### config.mk
export PLATFORM = sky130hd
export DESIGN_NAME = seq_detector_param
export DESIGN_NICKNAME = d
export VERILOG_FILES = /design/src/rtl/seq_detector_param.sv
export SDC_FILE = /design/constraint.sdc
export NUM_CORES = 1
export LEC_CHECK = 0
export ABC_AREA = 0
export CAP_MARGIN = 30
export CORE_MARGIN = 2
export CORE_UTILIZATION = 53
export CTS_BUF_LIST = sky130_fd_sc_hd__clkbuf_2 sky130_fd_sc_hd__clkbuf_4 sky130_fd_sc_hd__clkbuf_8
export DETAILED_ROUTE_END_ITERATION = 16
export GPL_ROUTABILITY_DRIVEN = 0
export HOLD_SLACK_MARGIN = 0.1
export PLACE_DENSITY = 0.89
export SYNTH_ARGS = -nofsm -noshare
export SYNTH_HDL_FRONTEND = slang
export SYNTH_SLANG_ARGS = --single-unit
### constraint.sdc
create_clock -name clk -period 2.7 [get_ports clk]
set_input_delay 0.54 -clock clk [delete_from_list [all_inputs] [get_ports clk]]
set_output_delay 0.54 -clock clk [all_outputs]
set_load 0.005 [all_outputs]
### src/rtl/seq_detector_param.sv
// seq_detector_param: serial pattern detector with Mealy/registered match outputs and a saturating match counter
module seq_detector_param #(
    parameter int N = 5,
    parameter logic [N-1:0] PATTERN = 5'b10010,
    parameter bit OVERLAP = 1'b1,
    parameter int CNT_W = 8
) (
    input  logic             clk,
    input  logic             rst,
    input  logic             en,
    input  logic             clr,
    input  logic             j,
    output logic             match,
    output logic             match_q,
    output logic [CNT_W-1:0] count
);
    localparam int FW = $clog2(N);
    localparam logic [FW-1:0] FULL = FW'(N - 1);
    logic [N-2:0]  hist;
    logic [FW-1:0] fill;
    logic [N-1:0]  win;
    assign win   = {hist, j};
    assign match = rst & en & ~clr & (fill == FULL) & (win == PATTERN);
    always_ff @(posedge clk or negedge rst) begin
        if (!rst) begin
            hist    <= '0;
            fill    <= '0;
            count   <= '0;
            match_q <= 1'b0;
        end else if (clr) begin
            hist    <= '0;
            fill    <= '0;
            count   <= '0;
            match_q <= 1'b0;
        end else begin
            match_q <= match;
            if (en) begin
                hist <= win[N-2:0];
                // non-overlapping mode forgets the consumed pattern by emptying the history count
                fill <= (match && !OVERLAP) ? '0 : (fill == FULL) ? fill : fill + 1'b1;
            end
            if (match && count != '1)
                count <= count + 1'b1;
        end
    end
endmodule

# ---- Word level (Yosys, flattened, before mapping)
# Cells that the tools add are included.
dict set report word_totals {
  reg_bits 16
  out_inout_bits 10
}
dict set report classes {
  bitwise_logic 5
  mux 8
  addsub 2
  n_reduce_logical 4
  eq_ne 4
}
# operator count
set op_table {}
lappend op_table {{$mux W8} 2}
lappend op_table {{$mux W3} 3}
lappend op_table {{$add A8 B1 Y8 const B} 1}
lappend op_table {{$mux W4} 2}
lappend op_table {{$ne A8 B8 Y1 const B} 1}
lappend op_table {{$eq A5 B5 Y1 const B} 1}
lappend op_table {{$and A1 B1 Y1} 4}
lappend op_table {{$reduce_bool A2 Y1} 2}
lappend op_table {{$add A3 B1 Y3 const B} 1}
lappend op_table {{$eq A3 B3 Y1 const B} 1}
lappend op_table {{$ne A2 B2 Y1 const B} 1}
lappend op_table {{$reduce_and A2 Y1} 1}
lappend op_table {{$logic_and A1 B1 Y1} 1}
lappend op_table {{$mux W1} 1}
lappend op_table {{$not A1 Y1} 1}

# ---- Depth between registers and ports, before layout
dict set report logic_depth {
  depth_word 7
  depth_mapped 7
}

# ---- Worst setup path before layout
# No wires, ideal clock.
dict set report synth_path {
  path_type {input-to-reg}
  from {input port clr}
  to {register count[5]}
  setup_time_ns 0.128
  slack_ns 0.649
  arrival_ns 1.924
  path_stages 6
  n_path_buf 2
  path_cell_list {buf_6 -> nand4bb_4 -> or4_4 -> buf_6 -> nor4_1 -> mux2_1}
}
dict set report synth_between {
  elab_chain_cells 6
  word_cells_on_any_way 7
  cone_classes {mux (1); bitwise (4); reduce/logical (2)}
}
# element line
set synth_lines {}
lappend synth_lines {{start: declaration} 11} ;# input logic clr,
lappend synth_lines {{$not A1 Y1} 23} ;# assign match = rst & en & ~clr & (fill == FULL) & (win == PATTERN);
lappend synth_lines {{$and A1 B1 Y1 (3 in series)} 23}
lappend synth_lines {{$logic_and A1 B1 Y1} 42} ;# if (match && count != '1)
lappend synth_lines {{$reduce_bool A2 Y1 (no source line)} n/a}
lappend synth_lines {{end signal: assignment} 43} ;# count <= count + 1'b1;
lappend synth_lines {{end: declaration} 15} ;# output logic [CNT_W-1:0] count
# Parallel ways exist; a longest one is shown, timed or not.
# A chain may end at the register's enable or synchronous reset.

# ---- Worst setup path after layout
dict set report layout_path {
  from {input port clr}
  to {output port match}
}
dict set report layout_between {
  elab_chain_cells 4
}
# element line
set layout_lines {}
lappend layout_lines {{$not A1 Y1} 23}
lappend layout_lines {{$and A1 B1 Y1 (3 in series)} 23}
lappend layout_lines {{end: declaration} 13} ;# output logic match,
# No other way between the ends.

==> flow_summary.yaml <==
worst_setup_path:
  cpPeakStageDelay_ps: 420
  required_ps: 2160
  crit_type: "in2out"
  path_cells: "clkdlybuf4s50_1, nand4bb_4, nor4_4, buf_4, dlymetal6s2s_1"
  setup.worst_path.start_class: "primary input"
  arrival_ps: 1790
  cpMaxStageDelayCell: "clkdlybuf4s50_1"
  cp_max_fo: 3
  endpoint_kind: "output port"
floorplan:
  ios: 15
  core_sq_um: 1520
  die_h_microns: 44.4
  die_area_sq_um: 1970
  die_width_microns: 44.4
  rows: 14
  start_util_pct: 56.7
place:
  dp_cells: 113
  hpwl_microns: 1120
  place_area_sq_um: 1020
  port_buffers: 14
clock_tree:
  hold_buffers: 0
  clkSlewWorstSetupHoldPaths_ps: 90
  cts-root-buf: "clkbuf_4"
  htreeDepth: 1
  cts_buffers: 3
  cts.sinks: 16
  ctsLongestPathBuffers: 2
  cts_tree: "built"
  clk_latency_ps: 280
timing:
  fin_crit_sh_pct: 86.3
  period_needed_ps: 2330
  relSlewSlack_pct: 54.5
  worst_slew_pin_slew_ps: 680
  fin_worst_skew_ps: 1.10
  final.setup.tns_ps: 0
  rsz0062_at_grt: "false"
  finalHoldViolations: 0
  fmax_ghz: 0.429
  final-max-slew-violation-count: 0
  setup_viol: 0
yosys:
  yosys.area.top_type: "dfrtp_1"
  ys_top_cells_by_area: "dfrtp_1 46%, mux2i_1 5.8%, a21oi_1 4.6%"
  yosysSeqAreaShare_pct: 46.4
  syn_area_sq_um: 863
  syn_area_per_cell_sq_um: 10.3
  ys_ff_latch: 16
  synth_nets: 92
  synth_top_area_share_pct: 46.4
  ys_types: 27
  netlist_instances: 84
  ys_warn_count: 0
route:
  via_per_inst: 6.15
  drc: 0
  first_pass_iters: 4
  drtIter0Drc: 27
  vias: 719
  routed_wl_microns: 1720
  ant_nets: 0
  wl_per_cell_microns: 14.7
finish:
  final_cell_mix: "16 x dfrtp_1, 13 x clkdlybuf4s50_1, 8 x a21oi_1"
  syn2layout_area_growth_pct: 23.2
  layout_commonest_cell: "dfrtp_1"
  layout.nets: 111
  final_area_sq_um: 1060
  drive_gt1_share_pct: 10.9
  fin_cells: 117
  antennaDiodeCount: 0
power:
  total_leakage_power_uw: 0.000468
  power_uw: 416
  max-vdd-ir-drop_uv: 274
  cellPowerDensity_nw_per_um2: 391
global_route:
  grt_pass1_wl_microns: 2830
  overflow: 0
  first_global_vias: 666
  gr-usage-all-layers_pct: 19.7
  grt_antenna_before_repair: 0
  grt_start_max_net_pins: 17
job:
  maxCapViolCount: 0
hold_path:
  min_path_type: "reg2reg"
status:
  run_status: "finished clean"
## synth_stat cells
master and instances:
mux2_1 1, o31ai_1 4, nand4_1 1, nand2_1 4, or4_1 3, buf_6 2
nand3b_1 2, nand3_1 5, ha_1 3, and3_1 1, xnor2_1 1, nand4bb_4 1
nor3_1 1, a21oi_1 8, buf_4 1, o21ai_0 2, clkbuf_1 2, dfrtp_1 16
or3_1 1, inv_1 3, mux2i_1 5, nor4_1 4, nand2b_1 3, and4b_1 1
nor2b_1 1, nor2_1 7, or4_4 1
## metrics by stage
stage                     util [%]  setup slack [ps]  hold WS [ps]
after global placement        66.7               122           497
after global routing          69.8               276           558
after CTS                     68.1              60.3           522
final                         69.8               370           519
after floorplan                  -               649           244
after detailed placement      66.7              65.8           511
## worst max-delay path, delay by kind of cell
kind	cells	cell delay, ps
AND/OR/NAND/NOR	2	550
buffers and inverters	3	700
## worst paths after layout
| check | endpoint | startpoint | slack, ps | depth (start not counted) |
|---|---|---|---|---|
| max | match | clr | 370 | 5 |
| max in group asynchronous | fill[0]$_DFFE_PN0P_ | rst | 1850 | 2 |
| min | count[7]$_DFFE_PN0P_ | count[7]$_DFFE_PN0P_ | 520 | 1 |
| max reg2reg | count[4]$_DFFE_PN0P_ | fill[0]$_DFFE_PN0P_ | 500 | 6 |
| min in group asynchronous | hist[1]$_DFFE_PN0P_ | rst | 670 | 2 |
| min reg2reg | count[7]$_DFFE_PN0P_ | count[7]$_DFFE_PN0P_ | 520 | 1 |
## state kept, by name, summed over array words and instances, names as in the netlist
signal / cells
hist: 4
match_q: 1
count: 8
fill: 3
## what timing repair did
action,in CTS,in global routing
resized for setup,0,3
setup endpoints to repair,0,1
setup buffers,0,1
## cell type report
type                    instances  area [sq um]
repair buffers                 19           180
clock buffers                   3          22.5
fillers                       110           460
flip-flops and latches         16           400
well taps                      16          20.0
multi-input cells              60           429
inverters                       3          11.3
## layer usage
metal	up-vias	GRT usage, %	wire length (microns)
met5	-	0	0
met4	0	9.09	54
met3	7	2.45	92
met2	31	32.6	876
met1	340	25.7	701
li1	341	-	-
## kinds of logic after synthesis
kind of cell,share of synthesized area [%]
and+or+nand+nor,26.2
adders and majority gates,4.35
AOI/OAI and AO/OA,9.28
DFF,46.4
xor gates and xnor gates,1.01
muxes,7.10
buffers and inverters,5.65
## power by group
part / switching (uW) / internal, uW / leakage, uW
Combinational: 23.5 / 19.5 / 0.000233
Clock: 73.4 / 51.8 / 0.0000138
Sequential: 3.45 / 244 / 0.000221
No activity file was read; power rests on OpenSTA's default activity.
